### src/rtl/capture_trigger_ctrl.sv
// capture_trigger_ctrl: threshold-triggered snapshot controller for one readout
// channel. Streams accepted phase samples into a circular capture buffer and
// stops POST_LEN samples after the first sub-threshold sample seen once at least
// PRE_LEN pre-trigger samples have been written.
// Ports:
//   user_clk, user_rst_n        clock, async active-low reset
//   arm                         software arm level (rising edge restarts capture)
//   threshold[15:0]             signed trigger threshold ([31:16] unused)
//   ch_sel                      channel to capture
//   phase_in/phase_ch/phase_valid  input sample stream (no backpressure)
//   buf_we/buf_addr/buf_data    capture buffer write port (1 cycle after accept)
//   busy, done, trig_addr       status back to software
module capture_trigger_ctrl #(
  parameter int ADDR_W   = 10,
  parameter int PRE_LEN  = 256,
  parameter int POST_LEN = 511
) (
  input  logic              user_clk,
  input  logic              user_rst_n,
  input  logic              arm,
  input  logic [31:0]       threshold,
  input  logic [7:0]        ch_sel,
  input  logic [15:0]       phase_in,
  input  logic [7:0]        phase_ch,
  input  logic              phase_valid,
  output logic              buf_we,
  output logic [ADDR_W-1:0] buf_addr,
  output logic [15:0]       buf_data,
  output logic              busy,
  output logic              done,
  output logic [ADDR_W-1:0] trig_addr
);

  // One extra bit so PRE_LEN / POST_LEN (both < 2^ADDR_W) always fit.
  localparam int CNT_W = ADDR_W + 1;

  // The post-trigger window must not reach back over the trigger sample or
  // the pre-trigger history that precedes it.
  generate
    if (PRE_LEN + POST_LEN + 1 > (1 << ADDR_W)) begin : g_len_check
      $error("capture_trigger_ctrl: PRE_LEN + POST_LEN + 1 exceeds buffer depth");
    end
  endgenerate

  typedef enum logic [2:0] {
    S_IDLE,
    S_FILL,
    S_ARMED,
    S_POST,
    S_DONE
  } state_t;

  state_t             r_state;
  state_t             w_state_nxt;
  logic               r_arm_d;
  logic [ADDR_W-1:0]  r_wr_ptr;
  logic [ADDR_W-1:0]  w_wr_ptr_nxt;
  logic [CNT_W-1:0]   r_cnt;
  logic [CNT_W-1:0]   w_cnt_nxt;
  logic [CNT_W-1:0]   w_cnt_inc;
  logic               w_arm_edge;
  logic               w_accept;
  logic               w_below;
  logic               w_wr_en;
  logic               w_trig_set;

  logic               r_buf_we;
  logic [ADDR_W-1:0]  r_buf_addr;
  logic [15:0]        r_buf_data;
  logic               r_busy;
  logic               r_done;
  logic [ADDR_W-1:0]  r_trig_addr;

  // Upper threshold bits are software padding and carry no meaning here.
  logic               w_unused_thr_hi;
  assign w_unused_thr_hi = ^threshold[31:16];

  // r_arm_d resets high so an arm level held through reset release is not
  // mistaken for a fresh arm request.
  assign w_arm_edge = arm & ~r_arm_d;
  assign w_accept   = phase_valid && (phase_ch == ch_sel);
  assign w_below    = $signed(phase_in) < $signed(threshold[15:0]);
  assign w_cnt_inc  = r_cnt + CNT_W'(1);

  always_ff @(posedge user_clk or negedge user_rst_n) begin
    if (!user_rst_n) begin
      r_state <= S_IDLE;
    end else begin
      r_state <= w_state_nxt;
    end
  end

  always_comb begin
    w_state_nxt  = r_state;
    w_wr_ptr_nxt = r_wr_ptr;
    w_cnt_nxt    = r_cnt;
    w_wr_en      = 1'b0;
    w_trig_set   = 1'b0;
    if (w_arm_edge) begin
      // Restart wins over any sample arriving in the same cycle.
      w_state_nxt  = (PRE_LEN == 0) ? S_ARMED : S_FILL;
      w_wr_ptr_nxt = '0;
      w_cnt_nxt    = '0;
    end else if (w_accept) begin
      unique case (r_state)
        S_FILL: begin
          // Pre-trigger history: written but never tested.
          w_wr_en      = 1'b1;
          w_wr_ptr_nxt = r_wr_ptr + ADDR_W'(1);
          if (w_cnt_inc == CNT_W'(PRE_LEN)) begin
            w_cnt_nxt   = '0;
            w_state_nxt = S_ARMED;
          end else begin
            w_cnt_nxt = w_cnt_inc;
          end
        end
        S_ARMED: begin
          w_wr_en      = 1'b1;
          w_wr_ptr_nxt = r_wr_ptr + ADDR_W'(1);
          if (w_below) begin
            w_trig_set  = 1'b1;
            w_cnt_nxt   = '0;
            w_state_nxt = (POST_LEN == 0) ? S_DONE : S_POST;
          end
        end
        S_POST: begin
          w_wr_en      = 1'b1;
          w_wr_ptr_nxt = r_wr_ptr + ADDR_W'(1);
          w_cnt_nxt    = w_cnt_inc;
          if (w_cnt_inc == CNT_W'(POST_LEN)) begin
            w_state_nxt = S_DONE;
          end
        end
        default: begin
        end
      endcase
    end
  end

  always_ff @(posedge user_clk or negedge user_rst_n) begin
    if (!user_rst_n) begin
      r_arm_d     <= 1'b1;
      r_wr_ptr    <= '0;
      r_cnt       <= '0;
      r_buf_we    <= 1'b0;
      r_buf_addr  <= '0;
      r_buf_data  <= '0;
      r_busy      <= 1'b0;
      r_done      <= 1'b0;
      r_trig_addr <= '0;
    end else begin
      r_arm_d  <= arm;
      r_wr_ptr <= w_wr_ptr_nxt;
      r_cnt    <= w_cnt_nxt;
      r_buf_we <= w_wr_en;
      if (w_wr_en) begin
        r_buf_addr <= r_wr_ptr;
        r_buf_data <= phase_in;
      end
      if (w_trig_set) begin
        r_trig_addr <= r_wr_ptr;
      end
      // Status decoded from the next state so it lines up with the write pulse.
      r_busy <= (w_state_nxt == S_FILL) || (w_state_nxt == S_ARMED) ||
                (w_state_nxt == S_POST);
      r_done <= (w_state_nxt == S_DONE);
    end
  end

  assign buf_we    = r_buf_we;
  assign buf_addr  = r_buf_addr;
  assign buf_data  = r_buf_data;
  assign busy      = r_busy;
  assign done      = r_done;
  assign trig_addr = r_trig_addr;

endmodule

### config.mk
export PLATFORM = sky130hd
export DESIGN_NAME = capture_trigger_ctrl
export DESIGN_NICKNAME = d
export VERILOG_FILES = /design/src/rtl/capture_trigger_ctrl.sv
export SDC_FILE = /design/constraint.sdc
export NUM_CORES = 1
export LEC_CHECK = 0
export BUFFER_PORTS_ARGS = -buffer_cell sky130_fd_sc_hd__buf_4
export CORE_AREA = 2 2 84 86
export CTS_CLUSTER_DIAMETER = 60
export DETAILED_ROUTE_END_ITERATION = 6
export DIE_AREA = 0 0 86 88
export PLACE_DENSITY = 0.82
export SLEW_MARGIN = 20
export SYNTH_ARGS = -nofsm -noshare
export SYNTH_HDL_FRONTEND = slang
export SYNTH_SLANG_ARGS = --single-unit
### constraint.sdc
create_clock -name user_clk -period 6.4 [get_ports user_clk]
set_input_delay 0 -clock user_clk [delete_from_list [all_inputs] [get_ports user_clk]]
set_output_delay 0 -clock user_clk [all_outputs]
set_load 0.05 [all_outputs]
==> flow_summary.toml <==
[outcome]
status = "complete, no violations"

[worst_setup_path]
crit_end = "trig_addr[3]"
cp_data_arrival_time_ns = 3.01
rrSetupSlack_ns = 3.62
cp_max_fo = 10
startpoint = "phase_in[1]"
path_class = "input port to register"
rr_worst_depth = 8
r2r_end = "done"
endpoint_kind = "register"
r2r-start = "r_cnt[0]"
crit_required_ns = 6.62
start_kind = "input port"

[power]
total_power_mw = 0.8827
seqPwrFrac = 0.470
intPower_mw = 0.6568
combPwrFrac = 0.133
p_leak_nw = 2.337
swShare = 0.2559
p_clk_frac = 0.397
peakVddDrop_uv = 123.6
switchingPower_mw = 0.2259
p_per_area_nw_per_um2 = 187.6

[yosys]
post_synth.cell_area_avg_sq_um = 10.69
netlist_top_cells_area = "dfrtp_1 44%, mux2_2 11%, ha_1 6.6%"
syn-num-nets = 424
synth.distinct_cells = 58
synth-edff-count = 0
ys_seq_area_frac = 0.4448
async_flop_share = 1.000
synth_top_area_cell = "dfrtp_1"
synth_area_sq_um = 3603
ys.flop_type = "dfrtp_1"
yosysMostFrequentCell = "dfrtp_1"
synth_top_area_share = 0.4375
synthTopCellsByCount = "63 x dfrtp_1, 36 x mux2_2, 27 x nand2_1, 22 x nor2_1, 21 x inv_1"
synth_warnings = 0
ys_ff_latch = 64
synthCells = 337

[sta]
period_minus_slack_ns = 2.790
min_period_over_period = 0.4359
fmax_ghz = 0.3584
slew_violations = 0
whs_ns = 0.1964
slew_headroom = 0.3841
setup_violations = 0
rsz0062_at_grt = "no"
fin_tns_setup_ns = 0
clock_skew_ns = 0.007712
fin_ws_ns = 3.610
worstMarginPinSlew_ns = 0.9219
hold_violations = 0

[layout]
fin_nets = 531
diodes = 0
fillers = 490
syn_to_final_growth_pct = 30.59
final_layout_size_suffix_gt1_frac = 0.3519

[drt]
wl_um = 8077
first_pass_iters = 4
drc = 0
vias = 2978
drt_iter0_markers = 165
post_drt_wl_per_cell_um = 15.27
vias_per_cell = 5.629
ant_nets = 0

[place]
numPortBuffers = 90
gp_congestion = 0.8836
dp_slack_ns = 3.647
dp_hpwl_um = 5793

[clock_network]
root_buffer = "clkbuf_8"
clock-sinks = 64
tritoncts = "built"
clk_pin_slew_worst_paths_ns = 0.07
ctsResizeCount = 0
htree_levels = 3
cts-root-to-sink-buffers = 2
cts_buffers = 9
insertion_delay_ns = 0.34

[global_route]
grt_max_degree = 65
grt_pass1_wl_um = 13460
grt_pass1_vias = 2973
antenna_found_initial = 0
grt-ovfl-total = 0
grt_usage = 0.2245

[worst_hold_path]
hp-class = "input port to register"

[floorplan]
rows = 30
die_w_um = 86
fp.dieArea_sq_um = 7568
die_height_um = 88
initial_core_util = 0.5424
core_sq_um = 6644
num_io_pins = 107

[flow_run]
drv_cap = 0
==> cells in the final DEF (no fill, tap or decap), types with 8 or more instances in the layout <==
master and n:
nor3_1 9, dfrtp_1 63, dlygate4sd3_1 18, nand2_1 27, clkbuf_8 10, xnor2_1 13
mux2_2 36, nand3_1 8, a21oi_1 12, inv_1 21, nor2_1 22, buf_4 91
ha_1 19
==> state kept, by name, indices dropped and copies added (netlist names) <==
signal and count:
r_state 3, busy 1, trig_addr 10, r_wr_ptr 10, r_arm_d 1, done 1, buf_data 16, buf_addr 10
r_cnt 11, buf_we 1
==> per-stage QoR <==
step	area, sq um	utilization	std cells
floorplan	3603	-	337
global placement	4319	0.6501	495
detailed placement	4319	0.6501	495
CTS	4706	0.7083	529
global route	4706	0.7083	529
finish	4706	0.7083	529
==> worst max-delay path: stages <==
cell and delay, ns:
dlygate4sd3_1 0.55, buf_4 0.14, ha_1 0.26, a2111oi_0 0.60
nand3b_1 0.19, o211ai_1 0.14, mux2i_1 0.22, nor2_2 0.49
mux2_2 0.41
==> worst min-delay path by stage <==
stage	cells past startpoint	startpoint	slack (ns)	endpoint
2_1_floorplan	0	user_rst_n	-0.30	buf_addr[0]
3_3_place_gp	1	arm	0.13	r_arm_d
3_5_place_dp	1	arm	0.13	r_arm_d
4_1_cts	5	phase_valid	0.18	r_wr_ptr[1]
5_1_grt	5	phase_valid	0.19	r_wr_ptr[1]
6_report	5	phase_valid	0.20	r_wr_ptr[1]
==> power groups by stage <==
stage | logic [mW] | registers, mW | clock network (mW)
global placement | 0.106 | 0.423 | 0
floorplan | 0.0335 | 0.445 | 0
global route | 0.127 | 0.416 | 0.378
finish | 0.117 | 0.415 | 0.350
CTS | 0.118 | 0.415 | 0.357
detailed placement | 0.109 | 0.423 | 0
==> routing by layer <==
metal / share of wire / GRT usage / vias to the layer above
li1: - / - / 1427
met1: 0.42 / 0.2831 / 1422
met2: 0.49 / 0.3777 / 114
met3: 0.068 / 0.05278 / 15
met4: 0.017 / 0.08369 / 0
met5: 0 / 0 / -
==> cell families after synthesis <==
logic type,Yosys count,share of synthesized area
flops,64,0.4448
xor+xnor,18,0.04375
fa+ha+maj,19,0.06597
buf+inv,35,0.04167
compound gates,47,0.1014
simple gates,115,0.1816
mux,39,0.1208
==> cell type report <==
type / count / area (sq um) / area share
clock buffer: 10 / 137.6 / 0.02925
clock inverter: 6 / 68.82 / 0.01462
inverter: 22 / 82.58 / 0.01755
multi-input combinational: 238 / 1851 / 0.3932
sequential: 64 / 1603 / 0.3406
tap: 80 / 100.1 / 0.02127
timing repair buffer: 109 / 863.3 / 0.1835
==> timing repair <==
action / 4_1_cts / 5_1_grt
buffers inserted: 0 / 0
endpoints found under the hold margin: 80 / 0
endpoints found under the setup margin: 0 / 0
hold buffers: 18 / 0
No activity file was read; power rests on OpenSTA's default activity.
